File: config.mk
export PLATFORM = sky130hd
export DESIGN_NAME = exc_handler_ctrl_flat
export DESIGN_NICKNAME = d
export VERILOG_FILES = /design/src/rtl/exc_handler_ctrl_pkg.sv /design/src/rtl/exc_handler_ctrl_if.sv /design/src/rtl/exc_handler_ctrl_prio.sv /design/src/rtl/exc_handler_ctrl.sv /design/src/flat_wrapper.sv
export SDC_FILE = /design/constraint.sdc
export NUM_CORES = 1
export LEC_CHECK = 0
export BUFFER_PORTS_ARGS = -buffer_cell sky130_fd_sc_hd__buf_2
export CELL_PAD_IN_SITES_DETAIL_PLACEMENT = 1
export CELL_PAD_IN_SITES_GLOBAL_PLACEMENT = 1
export CORE_ASPECT_RATIO = 0.9
export CORE_MARGIN = 8
export CORE_UTILIZATION = 33
export CTS_CLUSTER_SIZE = 25
export DETAILED_ROUTE_END_ITERATION = 8
export HOLD_SLACK_MARGIN = 0.08
export PLACE_DENSITY_LB_ADDON = 0.2
export SLEW_MARGIN = 40
export SYNTH_ARGS = -nofsm -noshare
export SYNTH_HDL_FRONTEND = slang
export SYNTH_HIERARCHICAL = 1
export SYNTH_SLANG_ARGS = --single-unit
File: constraint.sdc
create_clock -name clk -period 2.4 [get_ports clk]
set_input_delay 0.48 -clock clk [delete_from_list [all_inputs] [get_ports clk]]
set_output_delay 0.48 -clock clk [all_outputs]
set_load 0.005 [all_outputs]
File: src/rtl/exc_handler_ctrl_pkg.sv
// Shared constants for the exception sequencer and the memory-address source mux:
// selector codes, cause encodings, FSM state codes and handler vector bytes.
package exc_handler_ctrl_pkg;

    typedef logic [1:0] cause_t;
    typedef logic [3:0] sel_t;

    localparam sel_t SEL_PC    = 4'b0000;
    localparam sel_t SEL_ALU   = 4'b0010;
    localparam sel_t SEL_RT    = 4'b0011;
    localparam sel_t SEL_RS    = 4'b0100;
    localparam sel_t SEL_NOTOP = 4'b0110;
    localparam sel_t SEL_OVF   = 4'b0111;
    localparam sel_t SEL_DIV0  = 4'b1000;

    localparam cause_t CAUSE_NONE  = 2'b00;
    localparam cause_t CAUSE_NOTOP = 2'b01;
    localparam cause_t CAUSE_OVF   = 2'b10;
    localparam cause_t CAUSE_DIV0  = 2'b11;

    localparam logic [2:0] ST_IDLE = 3'd0;
    localparam logic [2:0] ST_SAVE = 3'd1;
    localparam logic [2:0] ST_ADDR = 3'd2;
    localparam logic [2:0] ST_WAIT = 3'd3;
    localparam logic [2:0] ST_LOAD = 3'd4;

    // Byte addresses holding the handler entry points; the address mux emits these.
    localparam logic [7:0] VEC_NOTOP = 8'd253;
    localparam logic [7:0] VEC_OVF   = 8'd254;
    localparam logic [7:0] VEC_DIV0  = 8'd255;

    function automatic sel_t cause_to_sel(input cause_t c);
        sel_t s;
        case (c)
            CAUSE_NOTOP: s = SEL_NOTOP;
            CAUSE_OVF:   s = SEL_OVF;
            CAUSE_DIV0:  s = SEL_DIV0;
            default:     s = SEL_PC;
        endcase
        return s;
    endfunction

endpackage

File: src/rtl/exc_handler_ctrl_if.sv
// Bundle between the exception sequencer (master) and its surrounding datapath (slave).
interface exc_handler_ctrl_if;
    import exc_handler_ctrl_pkg::*;

    logic        exc_not_op;
    logic        exc_overflow;
    logic        exc_div0;
    logic [31:0] pc_in;
    logic [31:0] mem_rdata;
    logic        sel_valid;
    sel_t        sel_code;
    logic        mem_rd;
    logic [31:0] epc;
    logic        epc_wr;
    logic [31:0] pc_next;
    logic        pc_load;
    logic        busy;
    cause_t      cause;

    modport master (
        input  exc_not_op, exc_overflow, exc_div0, pc_in, mem_rdata,
        output sel_valid, sel_code, mem_rd, epc, epc_wr, pc_next, pc_load, busy, cause
    );

    modport slave (
        output exc_not_op, exc_overflow, exc_div0, pc_in, mem_rdata,
        input  sel_valid, sel_code, mem_rd, epc, epc_wr, pc_next, pc_load, busy, cause
    );

endinterface

File: src/rtl/exc_handler_ctrl_prio.sv
// Combinational 3-to-2 priority encoder: NOT_op beats overflow beats divide-by-zero.
module exc_priority_enc
    import exc_handler_ctrl_pkg::*;
(
    input  logic   exc_not_op_i,
    input  logic   exc_overflow_i,
    input  logic   exc_div0_i,
    output cause_t cause_o
);

    // Select the highest-priority pending exception.
    always_comb begin
        cause_o = CAUSE_NONE;
        if (exc_not_op_i) begin
            cause_o = CAUSE_NOTOP;
        end else if (exc_overflow_i) begin
            cause_o = CAUSE_OVF;
        end else if (exc_div0_i) begin
            cause_o = CAUSE_DIV0;
        end else begin
            cause_o = CAUSE_NONE;
        end
    end

endmodule

File: src/rtl/exc_handler_ctrl.sv
// Exception sequencer: saves EPC, steers the address mux to the handler vector,
// waits out memory latency, then loads PC with the vector byte.
module exc_handler_ctrl
    import exc_handler_ctrl_pkg::*;
#(
    parameter int unsigned MEM_LAT    = 32'd1,
    parameter int unsigned EPC_OFFSET = 32'd4
) (
    input  logic               clk,
    input  logic               reset_n,
    exc_handler_ctrl_if.master bus
);

    localparam logic [3:0]  LAT_M1_C  = 4'(MEM_LAT - 32'd1);
    localparam logic [31:0] EPC_OFF_C = 32'(EPC_OFFSET);

    cause_t      enc_cause_s;
    logic        rdata_unused_s;
    logic [2:0]  state_q, state_d;
    logic [3:0]  cnt_q, cnt_d;
    cause_t      cause_lat_q, cause_lat_d;
    cause_t      cause_q, cause_d;
    logic [31:0] epc_q, epc_d;
    sel_t        sel_code_q, sel_code_d;
    logic [31:0] pc_next_q, pc_next_d;

    exc_priority_enc u_prio (
        .exc_not_op_i   (bus.exc_not_op),
        .exc_overflow_i (bus.exc_overflow),
        .exc_div0_i     (bus.exc_div0),
        .cause_o        (enc_cause_s)
    );

    assign rdata_unused_s = ^bus.mem_rdata[31:8];

    // Next-state and datapath register updates for the service sequence.
    always_comb begin
        state_d     = state_q;
        cnt_d       = cnt_q;
        cause_lat_d = cause_lat_q;
        cause_d     = cause_q;
        epc_d       = epc_q;
        sel_code_d  = sel_code_q;
        pc_next_d   = pc_next_q;
        case (state_q)
            ST_IDLE: begin
                if (enc_cause_s != CAUSE_NONE) begin
                    cause_lat_d = enc_cause_s;
                    state_d     = ST_SAVE;
                end else begin
                    state_d = ST_IDLE;
                end
            end
            ST_SAVE: begin
                epc_d      = bus.pc_in - EPC_OFF_C;
                cause_d    = cause_lat_q;
                sel_code_d = cause_to_sel(cause_lat_q);
                state_d    = ST_ADDR;
            end
            ST_ADDR: begin
                cnt_d   = LAT_M1_C;
                state_d = ST_WAIT;
            end
            ST_WAIT: begin
                // Data is valid in the last WAIT cycle, so pc_next is ready alongside pc_load.
                if (cnt_q == 4'd0) begin
                    pc_next_d = {24'h000000, bus.mem_rdata[7:0]};
                    state_d   = ST_LOAD;
                end else begin
                    cnt_d = cnt_q - 4'd1;
                end
            end
            ST_LOAD: begin
                state_d = ST_IDLE;
            end
            default: begin
                state_d = ST_IDLE;
            end
        endcase
    end

    // State and datapath registers with asynchronous clear.
    always_ff @(posedge clk or negedge reset_n) begin
        if (!reset_n) begin
            state_q     <= ST_IDLE;
            cnt_q       <= 4'd0;
            cause_lat_q <= CAUSE_NONE;
            cause_q     <= CAUSE_NONE;
            epc_q       <= 32'h0000_0000;
            sel_code_q  <= SEL_PC;
            pc_next_q   <= 32'h0000_0000;
        end else begin
            state_q     <= state_d;
            cnt_q       <= cnt_d;
            cause_lat_q <= cause_lat_d;
            cause_q     <= cause_d;
            epc_q       <= epc_d;
            sel_code_q  <= sel_code_d;
            pc_next_q   <= pc_next_d;
        end
    end

    assign bus.busy      = (state_q != ST_IDLE);
    assign bus.sel_valid = (state_q == ST_ADDR) || (state_q == ST_WAIT);
    assign bus.mem_rd    = (state_q == ST_ADDR) || (state_q == ST_WAIT);
    assign bus.epc_wr    = (state_q == ST_SAVE);
    assign bus.pc_load   = (state_q == ST_LOAD);
    assign bus.sel_code  = sel_code_q;
    assign bus.epc       = epc_q;
    assign bus.cause     = cause_q;
    assign bus.pc_next   = pc_next_q;

endmodule

File: src/flat_wrapper.sv
// flat-port wrapper written by rule: the top's interface ports become plain ports
module exc_handler_ctrl_flat import exc_handler_ctrl_pkg::*;
#(
    parameter int unsigned MEM_LAT    = 32'd1,
    parameter int unsigned EPC_OFFSET = 32'd4
)
  (clk, reset_n, bus_exc_not_op, bus_exc_overflow, bus_exc_div0, bus_pc_in, bus_mem_rdata, bus_sel_valid, bus_sel_code, bus_mem_rd, bus_epc, bus_epc_wr, bus_pc_next, bus_pc_load, bus_busy, bus_cause);
  exc_handler_ctrl_if bus_i ();
  input  logic clk;
  input  logic reset_n;
  input wire logic [$bits(bus_i.exc_not_op)-1:0] bus_exc_not_op;
  input wire logic [$bits(bus_i.exc_overflow)-1:0] bus_exc_overflow;
  input wire logic [$bits(bus_i.exc_div0)-1:0] bus_exc_div0;
  input wire logic [$bits(bus_i.pc_in)-1:0] bus_pc_in;
  input wire logic [$bits(bus_i.mem_rdata)-1:0] bus_mem_rdata;
  output wire logic [$bits(bus_i.sel_valid)-1:0] bus_sel_valid;
  output wire logic [$bits(bus_i.sel_code)-1:0] bus_sel_code;
  output wire logic [$bits(bus_i.mem_rd)-1:0] bus_mem_rd;
  output wire logic [$bits(bus_i.epc)-1:0] bus_epc;
  output wire logic [$bits(bus_i.epc_wr)-1:0] bus_epc_wr;
  output wire logic [$bits(bus_i.pc_next)-1:0] bus_pc_next;
  output wire logic [$bits(bus_i.pc_load)-1:0] bus_pc_load;
  output wire logic [$bits(bus_i.busy)-1:0] bus_busy;
  output wire logic [$bits(bus_i.cause)-1:0] bus_cause;
  assign bus_i.exc_not_op = bus_exc_not_op;
  assign bus_i.exc_overflow = bus_exc_overflow;
  assign bus_i.exc_div0 = bus_exc_div0;
  assign bus_i.pc_in = bus_pc_in;
  assign bus_i.mem_rdata = bus_mem_rdata;
  assign bus_sel_valid = bus_i.sel_valid;
  assign bus_sel_code = bus_i.sel_code;
  assign bus_mem_rd = bus_i.mem_rd;
  assign bus_epc = bus_i.epc;
  assign bus_epc_wr = bus_i.epc_wr;
  assign bus_pc_next = bus_i.pc_next;
  assign bus_pc_load = bus_i.pc_load;
  assign bus_busy = bus_i.busy;
  assign bus_cause = bus_i.cause;
  exc_handler_ctrl #(.MEM_LAT(MEM_LAT), .EPC_OFFSET(EPC_OFFSET)) u_core (.clk(clk), .reset_n(reset_n), .bus(bus_i));
endmodule
### Yosys cells after proc, flatten, opt, wreduce, memory -nomap -nowiden

Cells that the tools add are included.

* bits in latches: 0
* input port bits: 69
* memories kept: 0
* bits in read-only memories: 0
* bits in registers: 55
* RAM bits: 0

* $add $sub $neg: 2
* reduce and logical (&&, ||, !) cells: 9
* div/mod/pow operators: 0
* $mul: 0
* order comparisons: 0
* equality and inequality tests: 9
* bitwise logic cells: 0
* multiplexer cells: 9
* shift operators: 0

Operator list (number)
* subtractor 32 x 3 -> 32 bit (second input constant): 1
* case mux 3 bit (4 select lines): 1
* case mux 4 bit (3 select lines): 1
* case mux 4 bit (2 select lines): 1
* == test 3 x 2 -> 1 bit (second input constant): 2
* 2-to-1 mux 2 bit: 3
* AND reduction 2 bit: 3
* == test 2 bit (second input constant): 2
* zero test 4 bit: 1
* 2-to-1 mux 4 bit: 1
* nonzero test 2 bit: 2
* subtractor 4 x 1 -> 4 bit (second input constant): 1
* == test 3 x 1 -> 1 bit (second input constant): 1
* == test 3 bit (second input constant): 1
* zero test 3 bit: 1
* 2-to-1 mux 3 bit: 1
* nonzero test 3 bit: 1
* == test 2 x 1 -> 1 bit (second input constant): 1
* inequality test 2 x 1 -> 1 bit (second input constant): 1
* inequality test 2 bit (second input constant): 1
* logical OR 1 bit: 1
* 2-to-1 mux 1 bit: 1

### Depth between registers and ports, before layout

* depth after elaboration: 6
* depth in mapped cells: 7
* mapped depth without buffers: 7

### Hierarchy

Netlist, hierarchy kept.

By module, submodules not included
* exc_handler_ctrl: times used 1, sequential area each 1351.3 sq um, cells an instance 315, area an instance 2847.7 sq um
* exc_priority_enc: times used 1, sequential area each 0.0 sq um, cells an instance 4, area an instance 18.8 sq um

### Least setup slack after synthesis

No wires, ideal clock.

* path type: input-to-reg
* from: input port bus_pc_in[25]
* to: register u_core.epc_q[29] (netlist: u_core/bus.epc[29])
* arrival: 1.799 ns
* buffers on the path: 0
* path slack: 0.469 ns
* cell stages on the path: 5
* cells stage by stage: or3_4 or4_4 nor4_2 xnor2_1 o21ai_1

* word-level cells in the longest chain between the ends: 1

Ends and longest elaborated chain
* start: declaration: RTL line flat_wrapper.sv:14 `input wire logic [$bits(bus_i.pc_in)-1:0] bus_pc_in;`
* subtractor 32 x 3 -> 32 bit: RTL line exc_handler_ctrl.sv:55 `epc_d = bus.pc_in - EPC_OFF_C;`
* end signal: assignment: RTL line exc_handler_ctrl.sv:97 `epc_q <= epc_d;`
* end: declaration: RTL line exc_handler_ctrl.sv:23 `logic [31:0] epc_q, epc_d;`

No other way between the ends.
A chain may end at the register's enable or synchronous reset.

### Worst setup path in the final report

* from: register u_core.state_q[0]
* to: output port bus_epc_wr

* word-level cells in the longest chain between the ends: 1

Ends and longest elaborated chain
* start: declaration: RTL line exc_handler_ctrl.sv:19 `logic [2:0] state_q, state_d;`
* start signal: assignment: RTL line exc_handler_ctrl.sv:93 `state_q <= state_d;`
* == test 3 x 1 -> 1 bit: RTL line exc_handler_ctrl.sv:106 `assign bus.epc_wr = (state_q == ST_SAVE);`
* end: declaration: RTL line flat_wrapper.sv:20 `output wire logic [$bits(bus_i.epc_wr)-1:0] bus_epc_wr;`

No other way between the ends.

==> metrics.txt <==
commonest cells after routing, fill and taps aside buf_2 (95), nand2_1 (85), dfrtp_1 (54); root buf cell clkbuf_8; RSZ-0062 raised after global routing no; GRT Util Overall 0.133; Yosys top cell by area dfrtp_1; Worst Path Max Fanout 11; Clk pin slew, worst setup/hold paths 100 ps; Finished Layout Cells 533; Setup CP Type flop to output pin; clk_lat worst skew 300 ps; CP Launch Type flop; min Tclk post-route ~2200 ps; Initial Util 0.338; P_int 2.27 mW; post-DR wirelength/cell 14.4 µm; Setup Viol. Count Final 0; outcome finished clean; sequential share of power 0.430; NumNets Final 487; Post-DRT Antenna Nets 0; Die Wd roughly 110 µm; hpwl dp 5920 µm; clock net sink count 54; Post-CTS Setup Repair Bufs 0; CTS max path bufs 2; Max Slew Vio Count 0; area of the core 8490 µm²; PD cells 1040 nW/µm²; distinct cell type count after synthesis 37; largest net degree at the start of global routing 66; number of top-level pins 144; Setup crit end kind output pin; CTS tree yes; Syn-to-layout area delta 22.1%; Post-CTS Hold Fix Bufs 0; Clock Skews 7.10 ps; combinational power share 0.396; first-pass GRT wire length 13000 µm; vias in the first global route 2728; Fill cells 1053; initial antenna violation count 0; commonest non-fill, non-tap cell in the layout buf_2; FF+latch area ~1400 µm²; synth top area cells dfrtp_1 (47%), nand2_1 (11%), xnor2_1 (7.3%); area of the multi-input gates 1320 µm²; fmax 459 MHz; Via density between 4 and 5; Max-Cap Viols 0; Final Cycle Share 0.907; H-tree levels 2; die height 104 µm; Seq/Total Area, Yosys 0.471; Switching Share 0.379; DRT Pass-1 Iters 4; TNS Setup 0 ps; die footprint between 10000 and 15000 µm²; port bufs 95; Arr. time, crit path about 1700 ps; Total Power 3.65 mW; Ys Warns 6; Congestion Overflow GR 0; GR Util met3 0.0325; Ant. Diodes 0; TritonCTS buffer count 5; Clk network pwr share 0.174; Mapped Cells 319; Via Count 2394; Yosys reg bits 54; worst hold path type input pin to asynchronous set/reset pin; Lkg Pwr 1.70 nW; share of layout cells above drive strength 1 0.295; gr busiest metal met2; met1 Usage GRT 0.160; met2 Usage GRT 0.230; global placement routability congestion just under 0.8; final wirelength 7660 µm; Net Switching 1.39 mW; Remaining DRCs 0; Slew @ Worst Pin a little over 700 ps; Crit path required time 1920 ps; synthesized area 2870 µm²; top-area cell type share of the netlist area 0.471; maximum vdd ir drop 0.381 mV; placed instance count 526; syn avg cell area 8.99 µm²; CTS resizes 0; Iteration-0 DRC Markers 76; num rows 32; Slew HR 0.527; Final Hold Fails 0
power groups by stage:
stage / clock [mW] / sequential (mW) / combinational [mW]
floorplan: 0 / 1.59 / 0.820
global placement: 0 / 1.58 / 1.45
detailed placement: 0 / 1.60 / 1.51
CTS: 0.662 / 1.58 / 1.51
global route: 0.686 / 1.64 / 1.70
finish: 0.635 / 1.57 / 1.44
metal layers:
metal,part of all wire,wire [µm]
met1,0.45,3430
met2,0.49,3730
met3,0.058,445
met4,0.0076,58
met5,0,0
state kept, by name (all words and copies together), names as in the netlist:
signal	flops
u_core/bus.epc	32
u_core/cnt_q	4
u_core/bus.sel_code	3
u_core/bus.cause	2
u_core/bus.pc_next	8
u_core/state_q	3
u_core/cause_lat_q	2
critical path: stages, from the launching register on:
cell      delay (ps)
dfrtp_1          540
or3b_2           490
clkinv_1         190
buf_2            160
cell families (layout without fill, tap and decap cells):
group / Yosys count / after routing / share of synthesized area
AND/OR/NAND/NOR: 143 / 143 / 0.251
other: 1 / 24 / 0.00131
adder cells (fa/ha/maj): 4 / 4 / 0.0175
AO/OA/AOI/OAI: 43 / 43 / 0.0825
buffers and inverters: 48 / 120 / 0.0973
XOR/XNOR: 26 / 26 / 0.0794
flip-flops: 54 / 54 / 0.471
cell usage after synthesis, drive strengths merged:
cell type and number:
o21ai 33, or3 1, clkbuf 9, xor2 2
clkinv 2, dfrtp 54, buf 27, nor2 16
nand3 6, nor3b 4, nand2b 1, conb 1
xnor2 24, nand4 2, or4 2, nor3 7
a21oi 1, a31oi 3, nand2 85, or3b 1
or2 2, nand4bb 1, a22o 2, o21bai 1
a21o 2, ha 4, nor4 15, o31ai 1
inv 10
through the flow:
step	setup WS [ps]	utilization	instance area, µm²	hold WS (ps)
after global placement	237	0.399	3390	454
after global routing	137	0.412	3500	354
after floorplan	469	-	2950	184
final	223	0.412	3500	294
after CTS	192	0.412	3500	328
after detailed placement	202	0.399	3390	461
final cells by class:
cell class / count / area share
clock buffers: 6 / 0.0236
clock inverters: 1 / 0.00858
inverters: 12 / 0.0129
multi-input cells: 240 / 0.378
flip-flops and latches: 54 / 0.386
well taps: 119 / 0.0425
repair buffers: 101 / 0.149
worst paths after layout:
check                                                  startpoint                           endpoint  slack, ps  depth (start not counted)
worst max-delay path                u_core/state_q[0]$_DFFE_PN0P_                         bus_epc_wr        220                          3
worst min-delay path                                      reset_n      u_core/bus.epc[7]$_DFFE_PN0P_        290                          2
worst max register to register      u_core/state_q[1]$_DFFE_PN0P_  u_core/bus.pc_next[4]$_DFFE_PN0P_        630                          6
worst min register to register  u_core/bus.pc_next[6]$_DFFE_PN0P_  u_core/bus.pc_next[6]$_DFFE_PN0P_        480                          2
max in group asynchronous                                 reset_n  u_core/bus.pc_next[1]$_DFFE_PN0P_       1630                          2
min in group clk                                 bus_mem_rdata[2]  u_core/bus.pc_next[2]$_DFFE_PN0P_        360                          3
Note: power is estimated with default switching activity, not from simulation.
